**config.mk**
```make
export PLATFORM = sky130hd
export DESIGN_NAME = completion_queue
export DESIGN_NICKNAME = d
export VERILOG_FILES = /design/src/rtl/completion_queue.sv
export SDC_FILE = /design/constraint.sdc
export NUM_CORES = 1
export LEC_CHECK = 0
export ABC_AREA = 1
export BUFFER_PORTS_ARGS = -buffer_cell sky130_fd_sc_hd__buf_4
export CAP_MARGIN = 20
export CORE_UTILIZATION = 60
export CTS_BUF_LIST = sky130_fd_sc_hd__clkbuf_16
export DETAILED_ROUTE_END_ITERATION = 10
export PLACE_DENSITY = 0.77
export SLEW_MARGIN = 20
export SYNTH_ARGS = -nofsm -noshare
export SYNTH_HDL_FRONTEND = slang
export SYNTH_SLANG_ARGS = --single-unit
```
**constraint.sdc**
```tcl
create_clock -name clk -period 4.1 [get_ports clk]
set_clock_uncertainty 0.2 [all_clocks]
set_input_delay 0.615 -clock clk [delete_from_list [all_inputs] [get_ports clk]]
set_output_delay 0.615 -clock clk [all_outputs]
set_load 0.01 [all_outputs]
```
**src/rtl/completion_queue.sv**
```systemverilog
// Completion-address FIFO feeding the SPI MISO serializer over its level handshake.
// Entries retire on a clean transfer; aborted transfers are re-offered up to MAX_RETRY times.
`timescale 1ns/1ps
module completion_queue #(
  parameter int ADDRW     = 24,
  parameter int DEPTH     = 8,
  parameter int MAX_RETRY = 3
) (
  input  logic                       clk,
  input  logic                       rst,
  input  logic                       push_valid,
  input  logic [ADDRW-1:0]           push_addr,
  output logic                       push_ready,
  output logic                       ser_valid,
  output logic [ADDRW-1:0]           ser_addr,
  input  logic                       ser_ready,
  input  logic                       ser_err,
  output logic [$clog2(DEPTH+1)-1:0] count,
  output logic                       drop_pulse
);

  localparam int CW = $clog2(DEPTH+1);
  localparam int PW = $clog2(DEPTH);
  localparam int RW = (MAX_RETRY > 0) ? $clog2(MAX_RETRY+1) : 1;

  typedef enum logic [1:0] {
    S_IDLE,
    S_OFFER,
    S_BUSY
  } state_t;

  logic [ADDRW-1:0] r_mem [DEPTH];
  logic [PW-1:0]    r_wr_ptr;
  logic [PW-1:0]    r_rd_ptr;
  logic [CW-1:0]    r_count;
  logic [RW-1:0]    r_retry;
  state_t           r_state;
  logic             r_ser_valid;
  logic [ADDRW-1:0] r_ser_addr;
  logic             r_drop_pulse;

  logic w_push;
  logic w_pop;
  logic w_retry_exhausted;

  assign push_ready        = (r_count != CW'(DEPTH));
  assign w_push            = push_valid && push_ready;
  assign w_retry_exhausted = (r_retry == RW'(MAX_RETRY));
  // The head leaves the queue on a clean finish or on an abort with no retries left.
  assign w_pop             = (r_state == S_BUSY) && ser_ready && (!ser_err || w_retry_exhausted);

  assign ser_valid  = r_ser_valid;
  assign ser_addr   = r_ser_addr;
  assign count      = r_count;
  assign drop_pulse = r_drop_pulse;

  always_ff @(posedge clk) begin
    if (w_push) begin
      r_mem[r_wr_ptr] <= push_addr;
    end
  end

  always_ff @(posedge clk) begin
    if (rst) begin
      r_wr_ptr     <= '0;
      r_rd_ptr     <= '0;
      r_count      <= '0;
      r_retry      <= '0;
      r_state      <= S_IDLE;
      r_ser_valid  <= 1'b0;
      r_ser_addr   <= '0;
      r_drop_pulse <= 1'b0;
    end else begin
      r_drop_pulse <= 1'b0;

      if (w_push) begin
        r_wr_ptr <= r_wr_ptr + PW'(1);
      end
      if (w_pop) begin
        r_rd_ptr <= r_rd_ptr + PW'(1);
      end

      case ({w_push, w_pop})
        2'b10:   r_count <= r_count + CW'(1);
        2'b01:   r_count <= r_count - CW'(1);
        default: r_count <= r_count;
      endcase

      case (r_state)
        S_IDLE: begin
          if (r_count != '0) begin
            r_state     <= S_OFFER;
            r_ser_valid <= 1'b1;
            r_ser_addr  <= r_mem[r_rd_ptr];
          end
        end
        S_OFFER: begin
          // Ready already low here (serializer busy for another reason) also counts as a load.
          if (!ser_ready) begin
            r_state     <= S_BUSY;
            r_ser_valid <= 1'b0;
          end
        end
        S_BUSY: begin
          if (ser_ready) begin
            r_state <= S_IDLE;
            if (!ser_err) begin
              r_retry <= '0;
            end else if (w_retry_exhausted) begin
              r_retry      <= '0;
              r_drop_pulse <= 1'b1;
            end else begin
              r_retry <= r_retry + RW'(1);
            end
          end
        end
        default: begin
          r_state     <= S_IDLE;
          r_ser_valid <= 1'b0;
        end
      endcase
    end
  end

endmodule

```
==> results of run 1 <==
## power by group
part,total (W),internal (W),switching (W)
Clock,0.00195,0.00110,0.000856
Sequential,0.00267,0.00263,0.0000327
Combinational,0.000380,0.000133,0.000247
## critical path, stage by stage, from the launching register on
cell	delay [ps]
dfxtp_1	370
inv_1	110
nand3_1	150
nand2_1	180
nor2_1	130
inv_1	110
nor2_2	760
buf_4	330
## layer usage
metal / up-vias / GRT usage / share of wire
met1: 3193 / 0.3690 / 0.42
met3: 38 / 0.04542 / 0.083
met2: 271 / 0.4197 / 0.48
met5: - / 0 / 0
met4: 0 / 0.08235 / 0.017
li1: 3199 / - / -
## flip-flops by register name (all words and copies together), names as in the netlist
register	cells
r_state	2
ser_addr	24
count	4
ser_valid	1
r_rd_ptr	3
r_mem	192
r_wr_ptr	3
r_retry	2
drop_pulse	1
## placed cells by master, fill, tap and decap left out
cell and count:
dfxtp_1 38, a31oi_4 1, clkbuf_16 25, o21ai_0 7, buf_4 73, dfxtp_2 2
clkinvlp_4 2, o31ai_1 1, o211a_1 1, clkinv_2 6, inv_4 1, a21oi_1 36
nor2_2 9, ha_1 6, or2_2 1, clkinv_1 4, nor3b_1 1, edfxtp_1 192
xnor2_1 1, inv_2 1, inv_1 171, o21ai_2 1, fa_1 1, nand3_1 151
nor3_1 3, nand2_1 284, nor2_1 8
## final timing paths
kind / start / end / slack, ps / depth (start not counted)
min: ser_ready / r_state[1]$_SDFFE_PP0P_ / 100 / 2
max reg2reg: count[2]$_SDFFE_PP0P_ / r_mem[7][22]$_DFFE_PP_ / 1470 / 7
min reg2reg: ser_addr[15]$_SDFFE_PP0P_ / ser_addr[15]$_SDFFE_PP0P_ / 260 / 2
max: count[2]$_SDFFE_PP0P_ / r_mem[7][22]$_DFFE_PP_ / 1470 / 7
## cells by family (layout without fill, tap and decap cells)
| logic type | count (synthesis) | count (layout) |
|---|---|---|
| compound gates | 47 | 47 |
| xor+xnor | 1 | 1 |
| fa+ha+maj | 7 | 7 |
| buf+inv | 210 | 283 |
| flops | 232 | 232 |
| simple gates | 457 | 457 |
## final cells by class
cell class	instances	area, um2	share of cell area
Sequential cell	232	6569	0.5956
Multi-Input combinational cell	512	2303	0.2089
Clock buffer	25	625.6	0.05673
Inverter	166	625.6	0.05673
Timing Repair Buffer	73	548.0	0.04969
Tap cell	216	270.3	0.02451
Clock inverter	19	86.33	0.007828
## per-stage QoR
step | hold slack, ps | cells | setup WS (ps) | area [um2]
3_5_place_dp | 256.0 | 1199 | 1389 | 10320
6_report | 101.6 | 1243 | 1468 | 11030
2_1_floorplan | 247.6 | 954 | 1483 | 9726
3_3_place_gp | 252.7 | 1199 | 1447 | 10320
5_1_grt | 94.93 | 1243 | 1288 | 11030
4_1_cts | 89.65 | 1243 | 1468 | 11030
==> results.md, run 1 <==
- Outcome: completed
- Compound-Gate Fraction of Synth Area: 0.02702
- HP Class: primary input to flop
- Synth Area in Simple Gates: 0.1971
- Mux share of post-synthesis cell area: 0
- Max Cap Viol: 0
- Synth Area in Adders: 0.009777
- DRC: 0
- Worst-path maximum fanout: 16
- ANT nets after route: 0
- CTS Hold Buffers Added: 0
- Drt wl/cell: 17.05 um
- Die Height: 129.3 um
- Latest clock arrival within the worst-skew pair: 510 ps
- Vias per Instance: 5.391
- CTS tree: done
- Final WL: 21.19 mm
- Synth unique cells: 26
- Clk slew on worst S/H paths: 60 ps
- Largest family of logic cells by synthesized area: simple AND/OR/NAND/NOR gates
- Sequential fraction of the synthesis area: 0.6752
- Maximum VDD drop: 0.3465 mV
- Synth area leader: edfxtp_1
- Slew Limit Fails: 0
- Post-Syn Instances: 954
- Buffers added on ports: 59
- Setup repair bufs after CTS: 0
- RD Place Congestion: 0.7952
- CP required: 4110 ps
- Initial DRC count: 559
- Vias: 6701
- Share of cells above drive strength 1: 0.1188
- CTS sink count: 232
- Synthesis-to-layout area growth: 13.39%
- I/O pin count: 60
- Synth top area share: 0.5928
- Syn Std Cell Area: 9726 um2
- Final setup vio count: 0
- Pwr Density: 453.5 nW/um2
- First-pass GRT wire length: 33.22 mm
- EDFF count, synth: 192
- Initial antenna violation count: 0
- Post-Synth XOR/XNOR Area: 0.0009006
- All-layer global routing usage: 0.2620
- N_diodes: 0
- Crit. End Element: flop
- Ys flop type: edfxtp_1
- DIE WIDTH: 129.3 um
- WP data arrival: 2640 ps
- Critical path class: flop to flop
- Most numerous cell in the Yosys netlist: nand2_1
- RSZ-0062 raised after global routing: no
- PnR Total Power: 0.005001 W
- Setup crit start kind: flop
- Core region area: 15830 um2
- Root Buffer: clkbuf_16
- Fmax: 379.9 MHz
- Dpl hpwl: 11.80 mm
- Fillers: 1117
- Mapped Avg Cell Area: 10.19 um2
- Final core area utilization: 0.6968
- Synth Warn #: 0
- Overflow after GRT: 0
- Synth top area cells: edfxtp_1, nand2_1, dfxtp_1
- Worst slew margin: 0.2845
- Crit share post-route: 0.6420
- Synthesized Nets: 990
- Post-synth ARST share: 0
- Vias in the first global route: 6429
- Post-CTS Resized: 0
- Clock Path Buffers: 3
- FF+latch count, synth: 232
- Tmin final: 2632 ps
- Starting Density: 0.6145
- DR pass1 iterations: 5
- Pleak: 4.745 nW
- Cell row count: 46
- Inserted Clock Buffers: 24
- Final hold vios: 0
- Worst-margin pin slew: 1072 ps
- Setup TNS: 0 ps
- # nets final: 1045
- Synth top cells by count: nand2_1, edfxtp_1, inv_1
- DIE AREA: 16720 um2
- CTS H-tree depth: 1
- Largest net degree at the start of global routing: 99
No activity file was read; power rests on OpenSTA's default activity.
==> run 2, diff against run 1 <==
- CORE_UTILIZATION: 60 -> 55
- PLACE_DENSITY: 0.77 -> 0.74
- clock period: 4.1 -> 2.4 ns (I/O delays scaled with it)
==> run 2 against run 1 <==
  * Count of clock-buffer cells in the layout down 2
  * Power up 72%
  * Hold slack is essentially flat
  * Global-route usage fell by 3.1 points
  * Critical path type unchanged
==> results.md, run 2 (synthesized netlist as in run 1, its figures left out) <==
- Outcome: completed
- HP Class: primary input to flop
- Final setup vio count: 0
- Non-Filler Instances: 1286
- Pleak: 4.930 nW
- Crit share post-route: 0.9223
- # nets final: 1081
- Initial DRC count: 559
- Slew Limit Fails: 0
- Drt wl/cell: 15.75 um
- Inserted Clock Buffers: 23
- Root Buffer: clkbuf_16
- CTS tree: done
- CTS sink count: 232
- Clk slew on worst S/H paths: 60 ps
- Commonest non-fill, non-tap cells in the layout: nand2_1, edfxtp_1, inv_1, nand3_1, buf_4
- Commonest non-fill, non-tap cell in the layout: nand2_1
- Tmin final: 2213 ps
- Placed insts: 1218
- Crit. End Element: flop
- Initial antenna violation count: 0
- Overflow after GRT: 0
- CTS H-tree depth: 1
- Vias in the first global route: 6319
- ANT nets after route: 0
- Maximum VDD drop: 0.4504 mV
- Vias: 6623
- Top reg by flops: r_mem
- DIE WIDTH: 135.0 um
- Fmax: 451.8 MHz
- Cell row count: 48
- DIE AREA: 18220 um2
- DRC: 0
- Share of cells above drive strength 1: 0.1282
- Core region area: 17300 um2
- Pwr Density: 749.4 nW/um2
- Buffers added on ports: 59
- Worst slew margin: 0.5633
- Dpl ws: 74.76 ps
- Final Worst Setup Slack: 186.5 ps
- DR pass1 iterations: 5
- I/O pin count: 60
- Max Cap Viol: 0
- First-pass GRT wire length: 32.10 mm
- All-layer global routing usage: 0.2308
- WP data arrival: 2420 ps
- Max reg flops: 192
- Synthesis-to-layout area growth: 18.26%
- Setup TNS: 0 ps
- Critical path class: flop to flop
- N_diodes: 0
- Vias per Instance: 5.150
- Clock Path Buffers: 3
- Worst-path maximum fanout: 4
- Worst-margin pin slew: 655.1 ps
- Largest net degree at the start of global routing: 69
- RD Place Congestion: 0.7605
- Die Height: 135.0 um
- Final hold vios: 0
- PnR Total Power: 0.008619 W
- Dpl hpwl: 11.13 mm
- Setup crit start kind: flop
- Starting Density: 0.5623
- Final WL: 20.25 mm
- CP required: 2600 ps
- RSZ-0062 raised after global routing: no
- Latest clock arrival within the worst-skew pair: 500 ps
## run 2: critical path: stages, from the launching register on
cell     delay (ps)
dfxtp_1         330
inv_1            70
nor2_2          120
nand2_2          80
inv_2           100
o21ai_4          70
inv_1            90
ha_2            220
buf_4           120
inv_1            50
fa_1            370
xnor2_1         130
o21ai_1         110
inv_1            40
## run 2: worst paths after layout
check	endpoint	cells past startpoint	start	slack, ps
hold / removal	ser_addr[1]$_SDFFE_PP0P_	2	rst	100
hold reg to reg	ser_addr[2]$_SDFFE_PP0P_	2	ser_addr[2]$_SDFFE_PP0P_	260
setup reg to reg	count[2]$_SDFFE_PP0P_	13	r_state[1]$_SDFFE_PP0P_	190
setup / recovery	count[2]$_SDFFE_PP0P_	13	r_state[1]$_SDFFE_PP0P_	190
## run 2: stage by stage
step           cell area, um2  hold WS (ps)  utilization
2_1_floorplan            9736         239.3            -
3_3_place_gp            10500         252.6       0.6072
3_5_place_dp            10500         255.7       0.6072
4_1_cts                 11470         94.23       0.6629
5_1_grt                 11500         108.9       0.6649
6_report                11500         101.2       0.6649
## run 2: report_power, final
group | internal, W | leakage (nW) | switching (W)
Combinational | 0.000275 | 2.48 | 0.000422
Clock | 0.00195 | 0.373 | 0.00142
Sequential | 0.00450 | 2.07 | 0.0000541
Total | 0.00672 | 4.93 | 0.00190
## run 2: timing repair
item | 4_1_cts | 5_1_grt
endpoints found under the hold margin | 196 | 0
setup endpoints to repair | 0 | 2
gates resized for setup | 0 | 7
buffers inserted | 0 | 1
hold buffers | 26 | 0
## run 2: area by class of cell
| cell class | count | area [um2] |
|---|---|---|
| timing repair buffer | 110 | 991.0 |
| sequential | 232 | 6569 |
| inverter | 166 | 625.6 |
| multi-input combinational | 512 | 2331 |
| fill | 1225 | 5796 |
| tap | 225 | 281.5 |
| clock buffer | 23 | 575.6 |
| clock inverter | 18 | 127.6 |
## run 2: routing by layer
metal,up-vias,routed length (um),GRT usage
li1,3264,-,-
met1,3080,8386,0.2959
met2,230,10030,0.3975
met3,49,1309,0.03566
met4,0,520,0.08552
met5,-,0,0
==> run 3, diff against run 2 <==
- CORE_UTILIZATION: 55 -> 57
- CTS_BUF_LIST: sky130_fd_sc_hd__clkbuf_16 -> sky130_fd_sc_hd__clkbuf_4 sky130_fd_sc_hd__clkbuf_8
- PLACE_DENSITY: 0.74 -> 0.78
==> run 3 against run 2 <==
  * Critical endpoint unchanged
  * Hold slack gained 5.5 ps
  * Sequential power hardly changed
  * Largest cell class unchanged
  * Fmax shrank 1.6%
==> results.md, run 3 (synthesized netlist as in run 1, its figures left out) <==
- Share of cells above drive strength 1: 0.1581
- Latest clock arrival within the worst-skew pair: 520 ps
- DRC: 0
- Area of the multi-input gates: 2333 um2
- Largest net degree at the start of global routing: 55
- WP data arrival: 2470 ps
- Outcome: completed
- Setup crit start kind: flop
- Maximum VDD drop: 0.4023 mV
- Final setup vio count: 0
- Critical path class: flop to flop
- Inserted Clock Buffers: 37
- Tmin final: 2250 ps
- HP Class: primary input to flop
- Slew Limit Fails: 0
- Clk slew on worst S/H paths: 60 ps
- Drt wl/cell: 16.04 um
- All-layer global routing usage: 0.2478
- CTS H-tree depth: 2
- N_diodes: 0
- Setup TNS: 0 ps
- Max Cap Viol: 0
- Clock Path Buffers: 3
- Final hold vios: 0
- Initial antenna violation count: 0
- DIE WIDTH: 132.6 um
- DIE AREA: 17590 um2
- Worst-path maximum fanout: 5
- ANT nets after route: 0
- Crit path cell chain: inv_1 -> nor2_2 -> nand2_2 -> inv_4 -> o21ai_4 -> inv_2 -> ha_2 -> buf_4 -> inv_1 -> fa_1 -> xnor2_1 -> o21ai_1 -> inv_1
- RSZ-0062 raised after global routing: no
- Fmax: 444.5 MHz
- PnR Total Power: 0.008725 W
- Worst path slowest cell: fa_1
- Die Height: 132.6 um
- Max reg flops: 192
- Buffers added on ports: 59
- Commonest non-fill, non-tap cells in the layout: nand2_1, edfxtp_1, inv_1, nand3_1, buf_4
- CP required: 2620 ps
- DR pass1 iterations: 5
- Worst slew margin: 0.5937
- CTS sink count: 232
- Pleak: 4.982 nW
- # nets final: 1101
- Crit share post-route: 0.9375
- Starting Density: 0.5844
- RD Place Congestion: 0.8315
- Critical Path Most Common Cell: inv_1
- Final WL: 21.08 mm
- Delay of the slowest critical-path stage: 390 ps
- Sequential cell area: 6570 um2
- Core region area: 16640 um2
- Fillers: 1194
- I/O pin count: 60
- Dpl hpwl: 11.91 mm
- Vias per Instance: 5.174
- Root Buffer: clkbuf_8
- Worst-margin pin slew: 608.6 ps
- First-pass GRT wire length: 33.47 mm
- Initial DRC count: 637
- Vias in the first global route: 6626
- Cell row count: 47
- Placed cell area: 10520 um2
- Top reg by flops: r_mem
- Pwr Density: 752.9 nW/um2
- Synthesis-to-layout area growth: 19.14%
- Overflow after GRT: 0
- Commonest non-fill, non-tap cell in the layout: nand2_1
- CTS tree: done
- Crit. End Element: flop
- Vias: 6798
- Final non-filler cell area: 11590 um2
[run 3: changes by cell type in the layout (fill, tap and decap cells not counted), sizes merged]
cell	change
dlygate4sd3	+1
clkbuf	+33
clkinv	-1
buf	+5
inv	-6
clkinvlp	+1
[run 3: final cells by class]
type	count	share of cell area
flip-flops and latches	232	0.5670
multi-input cells	512	0.2014
repair buffers	116	0.08746
clock buffers	56	0.05734
inverters	166	0.05421
well taps	220	0.02376
clock inverters	12	0.008854
[run 3: final timing paths]
check / from / end / slack (ps) / cells past startpoint
hold / removal: push_valid / r_wr_ptr[1]$_SDFFE_PP0P_ / 110 / 4
setup reg to reg: r_state[1]$_SDFFE_PP0P_ / count[2]$_SDFFE_PP0P_ / 150 / 13
hold reg to reg: ser_addr[2]$_SDFFE_PP0P_ / ser_addr[2]$_SDFFE_PP0P_ / 260 / 2
setup / recovery: r_state[1]$_SDFFE_PP0P_ / count[2]$_SDFFE_PP0P_ / 150 / 13
[run 3: stage by stage]
stage | utilization | worst slack, ps | hold WS [ps] | std cells
3_3_place_gp | 0.6319 | 113.6 | 252.5 | 1219
4_1_cts | 0.6942 | 42.59 | 66.34 | 1314
2_1_floorplan | - | -216.6 | 239.3 | 954
6_report | 0.6963 | 150.0 | 106.7 | 1314
3_5_place_dp | 0.6319 | 58.03 | 255.8 | 1219
5_1_grt | 0.6963 | 16.57 | 108.8 | 1314
[run 3: report_power, final]
group / total, W / leakage, nW / internal (W) / switching (W)
clock network: 0.00345 / 0.403 / 0.00198 / 0.00147
logic: 0.000713 / 2.51 / 0.000280 / 0.000433
registers: 0.00456 / 2.07 / 0.00450 / 0.0000574
[run 3: worst max-delay path, delay by kind of cell, from the launching register on]
family	cells	cell delay [ps]
and+or+nand+nor	2	240
DFF	1	330
xor gates and xnor gates	1	140
adders and majority gates	2	590
AOI/OAI and AO/OA	2	210
buffers and inverters	6	450
[run 3: repair_timing]
item,CTS,global route
setup buffers,0,0
hold buffers,27,0
resized for setup,0,11
endpoints found under the setup margin,0,2
endpoints found under the hold margin,198,0
[run 3: per-layer routing]
layer | vias up | GRT usage | share of wire
met5 | - | 0 | 0
met4 | 0 | 0.1086 | 0.028
met3 | 62 | 0.05249 | 0.069
met2 | 254 | 0.3991 | 0.47
met1 | 3160 | 0.3267 | 0.43
li1 | 3322 | - | -
